`config.mk`:
```
export PLATFORM = sky130hd
export DESIGN_NAME = inst_encoder
export DESIGN_NICKNAME = d
export VERILOG_FILES = /design/src/rtl/inst_encoder_pkg.sv /design/src/rtl/inst_packer.sv /design/src/rtl/inst_encoder.sv
export SDC_FILE = /design/constraint.sdc
export NUM_CORES = 1
export LEC_CHECK = 0
export CORE_AREA = 2 2 98 100
export DETAILED_ROUTE_END_ITERATION = 7
export DIE_AREA = 0 0 100 102
export GPL_TIMING_DRIVEN = 0
export PLACE_DENSITY_LB_ADDON = 0.05
export SYNTH_ARGS = -nofsm -noshare
export SYNTH_HDL_FRONTEND = slang
export SYNTH_SLANG_ARGS = --single-unit
```
`constraint.sdc`:
```
create_clock -name clk -period 6 [get_ports clk]
set_clock_uncertainty 0.1 [all_clocks]
set_input_delay 0.9 -clock clk [delete_from_list [all_inputs] [get_ports clk]]
set_output_delay 0.9 -clock clk [all_outputs]
set_load 0.005 [all_outputs]
```
`src/rtl/inst_encoder_pkg.sv`:
```
// inst_encoder_pkg: opcode constants, format enumeration and opcode-to-format mapping.
package inst_encoder_pkg;
  localparam logic [6:0] OP_LOAD   = 7'h03;
  localparam logic [6:0] OP_IMM    = 7'h13;
  localparam logic [6:0] OP_JALR   = 7'h67;
  localparam logic [6:0] OP_SYSTEM = 7'h73;
  localparam logic [6:0] OP_STORE  = 7'h23;
  localparam logic [6:0] OP_BRANCH = 7'h63;
  localparam logic [6:0] OP_AUIPC  = 7'h17;
  localparam logic [6:0] OP_LUI    = 7'h37;
  localparam logic [6:0] OP_JAL    = 7'h6F;
  typedef enum logic [2:0] {FMT_R, FMT_I, FMT_CSR, FMT_S, FMT_B, FMT_U, FMT_J} fmt_t;
  typedef struct packed {
    logic [31:0] inst;
    logic        err;
  } word_t;
  function automatic fmt_t fmt_of(input logic [6:0] op);
    case (op)
      OP_LOAD, OP_IMM, OP_JALR: return FMT_I;
      OP_SYSTEM:                return FMT_CSR;
      OP_STORE:                 return FMT_S;
      OP_BRANCH:                return FMT_B;
      OP_AUIPC, OP_LUI:         return FMT_U;
      OP_JAL:                   return FMT_J;
      default:                  return FMT_R;
    endcase
  endfunction
endpackage

```
`src/rtl/inst_packer.sv`:
```
// inst_packer: packs register/function/immediate fields into a 32-bit word and flags unrepresentable immediates.
module inst_packer
  import inst_encoder_pkg::*;
(
  input  logic [6:0]  opcode,
  input  logic [4:0]  rd,
  input  logic [4:0]  rs1,
  input  logic [4:0]  rs2,
  input  logic [2:0]  f3,
  input  logic [6:0]  f7,
  input  logic [31:0] imm,
  output logic [31:0] inst,
  output logic        err
);
  fmt_t fmt;
  logic fits12, fits13, fits21;
  assign fmt = fmt_of(opcode);
  // A value fits an N-bit signed field when every bit above the field's sign bit matches it.
  assign fits12 = &imm[31:11] | ~|imm[31:11];
  assign fits13 = &imm[31:12] | ~|imm[31:12];
  assign fits21 = &imm[31:20] | ~|imm[31:20];
  always_comb begin
    inst = {f7, rs2, rs1, f3, rd, opcode};
    err  = 1'b0;
    case (fmt)
      FMT_I: begin
        inst = {imm[11:0], rs1, f3, rd, opcode};
        err  = ~fits12;
      end
      FMT_CSR: begin
        inst = {f7, rs2, imm[4:0], f3, rd, opcode};
        err  = |imm[31:5];
      end
      FMT_S: begin
        inst = {imm[11:5], rs2, rs1, f3, imm[4:0], opcode};
        err  = ~fits12;
      end
      FMT_B: begin
        inst = {imm[12], imm[10:5], rs2, rs1, f3, imm[4:1], imm[11], opcode};
        err  = ~fits13 | imm[0];
      end
      FMT_U: begin
        inst = {imm[31:12], rd, opcode};
        err  = |imm[11:0];
      end
      FMT_J: begin
        inst = {imm[20], imm[10:1], imm[11], imm[19:12], rd, opcode};
        err  = ~fits21 | imm[0];
      end
      default: ;
    endcase
  end
endmodule

```
`src/rtl/inst_encoder.sv`:
```
// inst_encoder: encodes instruction requests into a 2-entry output FIFO with a saturating error counter.
module inst_encoder
  import inst_encoder_pkg::*;
(
  input  logic        clk,
  input  logic        rst,
  input  logic        in_valid,
  output logic        in_ready,
  input  logic [6:0]  in_opcode,
  input  logic [4:0]  in_rd,
  input  logic [4:0]  in_rs1,
  input  logic [4:0]  in_rs2,
  input  logic [2:0]  in_funct3,
  input  logic [6:0]  in_funct7,
  input  logic [31:0] in_imm,
  output logic        out_valid,
  input  logic        out_ready,
  output logic [31:0] out_inst,
  output logic        out_err,
  output logic [15:0] err_count
);
  word_t       mem [2];
  logic [1:0]  count;
  logic        rptr, wptr, push, pop, pk_err;
  logic [31:0] pk_inst;
  inst_packer u_packer (
    .opcode(in_opcode),
    .rd(in_rd),
    .rs1(in_rs1),
    .rs2(in_rs2),
    .f3(in_funct3),
    .f7(in_funct7),
    .imm(in_imm),
    .inst(pk_inst),
    .err(pk_err)
  );
  assign in_ready  = count < 2'd2;
  assign out_valid = count != 2'd0;
  assign push      = in_valid & in_ready;
  assign pop       = out_valid & out_ready;
  assign out_inst  = out_valid ? mem[rptr].inst : '0;
  assign out_err   = out_valid ? mem[rptr].err : 1'b0;
  always_ff @(posedge clk) begin
    if (rst) begin
      count     <= '0;
      rptr      <= 1'b0;
      wptr      <= 1'b0;
      err_count <= '0;
    end else begin
      if (push) begin
        mem[wptr] <= '{inst: pk_inst, err: pk_err};
        wptr      <= ~wptr;
      end
      if (pop) rptr <= ~rptr;
      count <= count + {1'b0, push} - {1'b0, pop};
      if (push && pk_err && ~&err_count) err_count <= err_count + 16'd1;
    end
  end
endmodule

```
---- After elaboration in Yosys (flattened, before gate mapping) ----
Memory sizes are Yosys's and may differ from the RTL's. A register that Yosys moved wholly into a read port is not among the register bits.
Index checks and enable logic that the tools add are counted.
word-level totals
  bits in registers ....................... 20
  RAM bits ................................ 66
  memories ................................ 1
memories
  memory  depth  bits a word  rd ports  clocked after Yosys merged registers in  wr ports  line                text
  mem     2      33           1         1                                        1         inst_encoder.sv:22  word_t mem [2];
operators by class
  bitwise operators ....................... 12
  eq/ne operators ......................... 15
  $add $sub $neg .......................... 3
  $lt $le $gt $ge ......................... 1
  reductions and logical operators ........ 19
  mux-type cells .......................... 10
operators with widths
  kind                   number
  $pmux 32 s6            1
  $mux 32                1
  $eq 7x7->1 const B     4
  $reduce_or 27->1       1
  $reduce_or 12->1       2
  $reduce_and 21->1      1
  $reduce_or 21->1       1
  $reduce_and 20->1      1
  $reduce_or 20->1       1
  $pmux 3 s6             1
  $add 16x1->16 const B  1
  $reduce_and 16->1      1
  $eq 7x5->1 const B     2
  $eq 7x6->1 const B     2
  $reduce_and 12->1      1
  $eq 3x3->1 const B     3
  $eq 7x2->1 const B     1
  $eq 3x2->1 const B     2
  $mux 1                 6
  $not 1->1              5
  $or 1x1->1             5
  $pmux 1 s5             1
  $logic_not 1->1        4
  $reduce_or 2->1        2
  8 further kinds        10

---- Longest topological paths before layout ----
Gate-level depths: netlist of run 1.
  depth in word-level cells ............... 8
  mapped depth ............................ 9
  depth with buffers taken out ............ 9

---- Modules after synthesis ----
Synthesis of run 1 repeated with hierarchy kept, for this count alone.
unflattened totals
  cells, all modules ...................... 399
  area, all modules ....................... 4513.1 µm²
modules (own cells, without submodules)
  module        cells each  times used  area an instance (µm²)  seq. area each (µm²)
  inst_encoder  264         1           3550.9                  2402.3
  inst_packer   135         1           962.2                   0.0

---- Worst setup path before layout of run 1 ----
No wires, ideal clock.
  path kind ............................... input to register
  start point ............................. input port in_valid
  end point ............................... memory mem[1][0] in the netlist's numbering, enable pin
  data required time ...................... 5.429 ns
  arrival ................................. 3.905 ns
  path buffers ............................ 0
  cell stages on the path ................. 3
  slack ................................... 1.523 ns
  cells stage by stage .................... nor2b_1 inv_1 nor3b_1
between the ends
  word-level cells in the longest chain between the ends .. 4
RTL lines
  what                          line                text
  start, declared               inst_encoder.sv:7   input logic in_valid,
  $and 1x1->1                   inst_encoder.sv:39  assign push = in_valid & in_ready;
  $mux 1                        inst_encoder.sv:50  if (push) begin
  $mux 1                        inst_encoder.sv:44  if (rst) begin
  $mux 1 (not written as such)  inst_encoder.sv:51  mem[wptr] <= '{inst: pk_inst, err: pk_err};
  end, declared                 inst_encoder.sv:22
Every way passes these cells.

==> implementation parameters, run 1 <==
Parameter                              Value

Clocking
  CTS Buf Count ... 9
  Clock latency reported for the late side of the worst-skew pair ... 370 ps
  Clock tree from TritonCTS ... yes
  CTS Hold Buffers Added ... 0
  Buffer count from post-CTS setup fixing ... 0
  Clk sinks ... 87
  Root Driver ... sky130_fd_sc_hd__clkbuf_8
  CTS clk-pin slew, worst paths ... ~90 ps
  Resized Gates After CTS ... 0
  H-tree depth ... 3
  Max Root-Sink Buffers ... 2

Yosys
  Async S/R FF share, synth ... 0%
  Netlist cell types ... 50
  Mean cell area of the mapped netlist ... 10.99 µm²
  Synth Cell Area ... approximately 4400 µm²
  Synth Flop Type ... sky130_fd_sc_hd__edfxtp_1
  Post-Syn Nets ... ~470
  Count of mapped cells out of synthesis ... 402
  Count of warnings emitted by yosys ... 0
  FF+latch count, synth ... 87
  Number of synthesized flops with an enable pin ... 66
  Sequential area share after synthesis ... 54.39%

STA
  Max-Slew Margin vs Limit ... 48.82%
  Number of hold-slack violations in the final timing report ... 0
  Minimum period implied by the final worst setup slack ... 3437 ps
  Highest clock frequency the design can meet ... 291.0 MHz
  Number of pins exceeding their max-slew limit in the final report ... 0
  Final hold slack ... 429.2 ps
  Setup repair after global routing missed its margin ... no
  Fraction of the cycle the final worst path needs ... 57.28%
  Final count of negative-setup-slack endpoints ... 0
  Least-Margin Pin Slew ... 764.4 ps
  Final sum of negative setup slack ... 0 ps

Drt
  Detailed Routing Iterations Pass 1 ... 5
  Metal-1 WL ... 4756 µm
  Number of design rule violations left after detail routing ... 0
  Routed wirelength normalized by instance count ... 16.94 µm
  DRC violation total after the first TritonRoute iteration ... 258
  Detail Route Antenna Nets ... 0
  Number of vias per cell ... 5.521
  Met2 Routed Length ... 5518 µm
  DR vias ... between 3000 and 4000
  Highest routed metal layer ... met4
  Detailed-route wire length ... approximately 11000 µm
  Metal3 WL ... 655 µm

Finish
  Final-layout fill cell count ... 768
  Most common library cell in the layout ignoring fill and taps ... sky130_fd_sc_hd__clkdlybuf4s50_1
  P&R area growth vs syn ... 35.78%
  Layout cells sized above 1 ... 10.52%
  Nets ... 608
  Most used cells in the layout excluding fill and tap cells ... 118 x sky130_fd_sc_hd__clkdlybuf4s50_1, 66 x sky130_fd_sc_hd__edfxtp_1, 62 x sky130_fd_sc_hd__nor2_1
  Number of antenna repair diodes ... 0

Placed design
  Routability Congestion ... about 0.88
  Count of input and output buffers ... 118
  Detailed placement HPWL ... ~8300 µm

Power
  Cell-internal power ... approximately 0.0012 W
  Worst IR drop on VDD ... 155.4 µV
  Sequential share of power ... 43.9%
  Portion of total power attributed to the clock network ... around 23%
  Psw ... about 0.00049 W
  Pwr per Cell Area ... 274.0 nW/µm²
  Combinational Power Share ... 33.0%
  P_leak ... around 2.0 nW
  Net switching fraction of the power ... 29.60%

Floorplan
  Width of the die ... around 100 µm
  Initial standard-cell utilization of the core ... between 40% and 50%
  Number of standard-cell rows in the floorplan ... 35
  Overall die height ... 102 µm
  Die area ... about 10000 µm²
  Area of the core ... 9109 µm²
  I/O pin total ... between 100 and 150

Global route
  All-layer global routing usage ... 22.00%
  Antenna violations before repair ... 0
  First-pass GRT wire length ... 17330 µm
  Overall overflow remaining after global route ... 0
  Largest net degree at the start of global routing ... 17
  Number of global-route vias before repair ... 3506

Worst setup path
  Top cell by count, worst path ... sky130_fd_sc_hd__clkbuf_1
  Slowest library cell on the worst path ... sky130_fd_sc_hd__clkbuf_1
  Number of buffer and inverter stages on the critical path ... 3
  Startpoint type of the worst setup path ... register
  Maximum single-stage delay on the critical path ... 600 ps
  Highest net fanout along the worst path ... 10
  Worst R2R Start ... count[1]
  Critical Setup Path Class ... reg -> out
  Arrival @ worst endpoint ... between 2000 and 2500 ps
  Critical path endpoint category ... output pin
  CP top delay family ... buffers and inverters
  Minimum setup slack among reg-to-reg paths ... 3500 ps
  Cell chain of the critical path ... clkbuf_1 -> clkbuf_1 -> mux2i_1 -> nor2_1 -> clkdlybuf4s50_1
  Crit path required time ... around 5000 ps

Worst hold path
  Path class of the lowest-slack min-delay path ... reg -> reg
  Start point of the worst min-delay path ... rptr

Job
  Count of maximum capacitance violations ... 0

Status
  Outcome ... completed
[final cells by class]
cell class                 instances  area [µm²]  area share, %
tap                              111       138.9          2.316
clock buffer                       9       123.9          2.066
buffer                            16       68.82          1.148
multi-input combinational        273        1858          30.98
clock inverter                     7       55.05         0.9180
timing repair buffer             124        1252          20.88
inverter                          26       97.59          1.627
sequential                        87        2402          40.06
[kinds of logic after synthesis]
| family | share of synthesized area (%) |
|---|---|
| buffers and inverters | 3.767 |
| flip-flops | 54.39 |
| XOR/XNOR | 0.7931 |
| AND/OR/NAND/NOR | 18.39 |
| adder cells (fa/ha/maj) | 0.8499 |
| multiplexers | 12.35 |
| AO/OA/AOI/OAI | 9.462 |
[worst min-delay path, cell delays in order (launching register included)]
cell and delay, ps:
sky130_fd_sc_hd__dfxtp_1 330, sky130_fd_sc_hd__xnor2_1 80, sky130_fd_sc_hd__nor2_1 80
[synthesized netlist by cell type, types with 3 or more instances]
library cell / n / share of area, %
sky130_fd_sc_hd__and2_1: 5 / 0.71
sky130_fd_sc_hd__nand2b_1: 3 / 0.42
sky130_fd_sc_hd__and3_1: 3 / 0.42
sky130_fd_sc_hd__a21oi_1: 11 / 1.2
sky130_fd_sc_hd__mux2_2: 12 / 3.1
sky130_fd_sc_hd__nor2b_1: 10 / 1.4
sky130_fd_sc_hd__nand4_1: 6 / 0.85
sky130_fd_sc_hd__xnor2_1: 4 / 0.79
sky130_fd_sc_hd__clkbuf_1: 13 / 1.1
sky130_fd_sc_hd__nor3_2: 4 / 0.91
sky130_fd_sc_hd__inv_1: 26 / 2.2
sky130_fd_sc_hd__a222oi_1: 9 / 2.0
sky130_fd_sc_hd__ha_1: 3 / 0.85
sky130_fd_sc_hd__o31ai_1: 3 / 0.51
sky130_fd_sc_hd__or4_1: 3 / 0.51
sky130_fd_sc_hd__nand2_1: 22 / 1.9
sky130_fd_sc_hd__a22oi_1: 8 / 1.4
sky130_fd_sc_hd__nor2_1: 62 / 5.3
sky130_fd_sc_hd__mux2_4: 4 / 1.4
sky130_fd_sc_hd__dfxtp_1: 21 / 9.5
sky130_fd_sc_hd__nor4_1: 6 / 0.85
sky130_fd_sc_hd__edfxtp_1: 66 / 45
sky130_fd_sc_hd__o21ai_0: 14 / 1.6
sky130_fd_sc_hd__mux2i_1: 35 / 7.9
sky130_fd_sc_hd__nand3_1: 10 / 1.1
sky130_fd_sc_hd__nor3_1: 11 / 1.2
[metal layers]
metal / vias to the layer above / global-route usage [%]
li1: 1751 / -
met1: 1716 / 28.08
met2: 127 / 38.05
met3: 11 / 4.446
met4: 0 / 6.955
met5: - / 0
[power groups by stage]
stage                     clock network (W)  registers, W  logic, W
after floorplan                           0      0.000735  0.000257
after global placement                    0      0.000738  0.000532
after detailed placement                  0      0.000736  0.000549
after CTS                          0.000386      0.000722  0.000552
after global routing               0.000412      0.000726  0.000597
final                              0.000379      0.000722  0.000543
[path summary, 6_finish.rpt]
kind                                      to  cells after the start
worst max-delay path            out_inst[21]                      5
worst min register to register          rptr                      2
worst min-delay path                    rptr                      2
worst max register to register    mem[1][12]                      5
[sequential cells by signal (all words and copies together) (netlist names), named ones only]
register,cells
rptr,1
count,2
wptr,1
mem,66
err_count,16
[stage by stage]
step                      setup WS, ps  util (%)  instance area [µm²]  total power [W]  std cells
after floorplan                   1523         -                 4417        0.0009918        402
after global placement          -620.8     62.98                 5737         0.001270        631
after detailed placement          2285     63.87                 5818         0.001285        637
after CTS                         2512     65.84                 5997         0.001660        653
after global routing              2286     65.84                 5997         0.001735        653
final                             2563     65.84                 5997         0.001643        653
Note: power is estimated with default switching activity, not from simulation.
==> run 2, diff against run 1 <==
==> constraint.sdc (replaced) <==
create_clock -name clk -period 3.55 [get_ports clk]
set_clock_uncertainty 0.1 [all_clocks]
set_input_delay 0.5325 -clock clk [delete_from_list [all_inputs] [get_ports clk]]
set_output_delay 0.5325 -clock clk [all_outputs]
set_load 0.005 [all_outputs]
==> implementation parameters, run 2 (same netlist as run 1, synthesis figures left out) <==
Parameter                              Value

Global route
  Overall overflow remaining after global route ... 0
  Antenna violations before repair ... 0
  Largest net degree at the start of global routing ... 17
  All-layer global routing usage ... 22.58%
  First-pass GRT wire length ... between 15000 and 20000 µm
  Number of global-route vias before repair ... 3547

Worst setup path
  Worst R2R Start ... count[1]
  Startpoint type of the worst setup path ... register
  Arrival @ worst endpoint ... 2480 ps
  Critical path endpoint category ... output pin
  Minimum setup slack among reg-to-reg paths ... roughly 1200 ps
  Crit path required time ... between 2000 and 3000 ps
  Worst r2r dst ... mem[1][31]
  Highest net fanout along the worst path ... 10
  Critical Setup Path Class ... reg -> out
  Critical path capture point ... out_inst[21]
  Worst reg2reg path depth ... 4

Floorplan
  Overall die height ... slightly above 100 µm
  Area of the core ... a little over 9000 µm²
  Die area ... 10200 µm²
  Number of standard-cell rows in the floorplan ... 35
  I/O pin total ... 119
  Initial standard-cell utilization of the core ... 48.49%
  Width of the die ... 100 µm

Worst hold path
  Start point of the worst min-delay path ... rptr
  Path class of the lowest-slack min-delay path ... reg -> reg

Finish
  Nets ... between 600 and 700
  Most used cells in the layout excluding fill and tap cells ... 118 x sky130_fd_sc_hd__clkdlybuf4s50_1, 66 x sky130_fd_sc_hd__edfxtp_1, 62 x sky130_fd_sc_hd__nor2_1
  Final Core Density ... 66.32%
  Flip-flop count of the largest register after layout ... 66
  Number of antenna repair diodes ... 0
  Most common library cell in the layout ignoring fill and taps ... sky130_fd_sc_hd__clkdlybuf4s50_1
  Register name with the most flops ... mem
  Registers with the highest flip-flop counts ... mem (66), err_count (16), count (2)
  P&R area growth vs syn ... 36.77%
  Non-filler cells in the finished layout ... 651
  Layout cells sized above 1 ... 10.19%

Clocking
  H-tree depth ... 3
  CTS clk-pin slew, worst paths ... 80 ps
  Buffer count from post-CTS setup fixing ... 0
  CTS Hold Buffers Added ... 0
  Clk sinks ... 87
  Resized Gates After CTS ... 0
  Clock tree from TritonCTS ... yes
  Max Root-Sink Buffers ... 2
  Clock latency reported for the late side of the worst-skew pair ... roughly 360 ps
  CTS Buf Count ... 9
  Root Driver ... sky130_fd_sc_hd__clkbuf_8

Drt
  Detailed-route wire length ... around 11000 µm
  DR vias ... roughly 3600
  Detailed Routing Iterations Pass 1 ... 7
  Routed wirelength normalized by instance count ... 17.39 µm
  DRC violation total after the first TritonRoute iteration ... around 280
  Detail Route Antenna Nets ... 0
  Number of design rule violations left after detail routing ... 0
  Number of vias per cell ... 5.565

Placed design
  Routability Congestion ... 0.8732
  Pre-CTS setup slack ... between 150 and 200 ps
  Count of input and output buffers ... 118
  Detailed placement HPWL ... 8355 µm
  Cell count after placement ... 635

STA
  Least-Margin Pin Slew ... 750.5 ps
  Highest clock frequency the design can meet ... 321.5 MHz
  Final hold slack ... 427.4 ps
  Fraction of the cycle the final worst path needs ... 87.61%
  Max-Slew Margin vs Limit ... between 40% and 50%
  Final count of negative-setup-slack endpoints ... 0
  Number of pins exceeding their max-slew limit in the final report ... 0
  Final worst-path setup slack ... around 440 ps
  Number of hold-slack violations in the final timing report ... 0
  Minimum period implied by the final worst setup slack ... 3110 ps
  Setup repair after global routing missed its margin ... no

Power
  Worst IR drop on VDD ... 368.6 µV
  Pwr per Cell Area ... 482.7 nW/µm²
  P_leak ... 2.039 nW

Status
  Outcome ... completed

Job
  Count of maximum capacitance violations ... 0
-- run 2: critical path, cell delays in order, from the launching register on --
cell                              delay [ps]
sky130_fd_sc_hd__dfxtp_1                 310
sky130_fd_sc_hd__clkbuf_1                350
sky130_fd_sc_hd__clkbuf_1                630
sky130_fd_sc_hd__mux2i_1                 190
sky130_fd_sc_hd__nor2_1                  130
sky130_fd_sc_hd__clkdlybuf4s50_1         510
-- run 2: worst min path at each step --
stage / endpoint / slack, ps / depth (start not counted)
floorplan: register / 380 / 2
global placement: rptr / 400 / 2
detailed placement: rptr / 410 / 2
CTS: err_count[6] / 430 / 2
global route: register / 460 / 2
finish: rptr / 430 / 2
-- run 2: area by class of cell --
| type | count | area (µm²) |
|---|---|---|
| multi-input cells | 273 | 1871 |
| clock inverters | 6 | 93.84 |
| clock buffers | 10 | 127.6 |
| repair buffers | 122 | 1241 |
| flip-flops and latches | 87 | 2402 |
| well taps | 111 | 138.9 |
| plain buffers | 16 | 68.82 |
| inverters | 26 | 97.59 |
| fillers | 749 | 3068 |
-- run 2: power by group --
part | internal [W] | switching (W) | leakage (nW)
clock network | 0.000403 | 0.000363 | 0.107
logic | 0.000500 | 0.000427 | 1.16
registers | 0.00119 | 0.0000284 | 0.775
total | 0.00210 | 0.000818 | 2.04
-- run 2: through the flow --
stage               TNS [ps]  total power (W)  instance area (µm²)
floorplan                  0         0.001676                 4427
global placement      -52450         0.002146                 5747
detailed placement         0         0.002178                 5819
CTS                        0         0.002941                 6041
global route               0         0.003058                 6041
finish                     0         0.002916                 6041
-- run 2: per-layer routing --
metal	track usage (%)	up-vias	wire length (µm)
li1	-	1756	-
met4	7.060	0	246
met2	38.62	147	5557
met5	0	-	0
met1	29.06	1697	4705
met3	4.788	23	814
==> run 3, diff against run 2 <==
==> constraint.sdc (replaced) <==
create_clock -name clk -period 3.55 [get_ports clk]
set_clock_uncertainty 0.1 [all_clocks]
set_input_delay 0.5325 -clock clk [delete_from_list [all_inputs] [get_ports clk]]
set_output_delay 0.5325 -clock clk [all_outputs]
set_load 0.02 [all_outputs]
==> results of run 3 <==
The final DEF is identical to that of run 2. Status: completed.
Main changes from that run: setup slack after layout 439.9 ps -> 336.6 ps; total power 0.002916 W -> 0.003082 W; worst IR drop on VDD 368.6 µV -> 387.0 µV
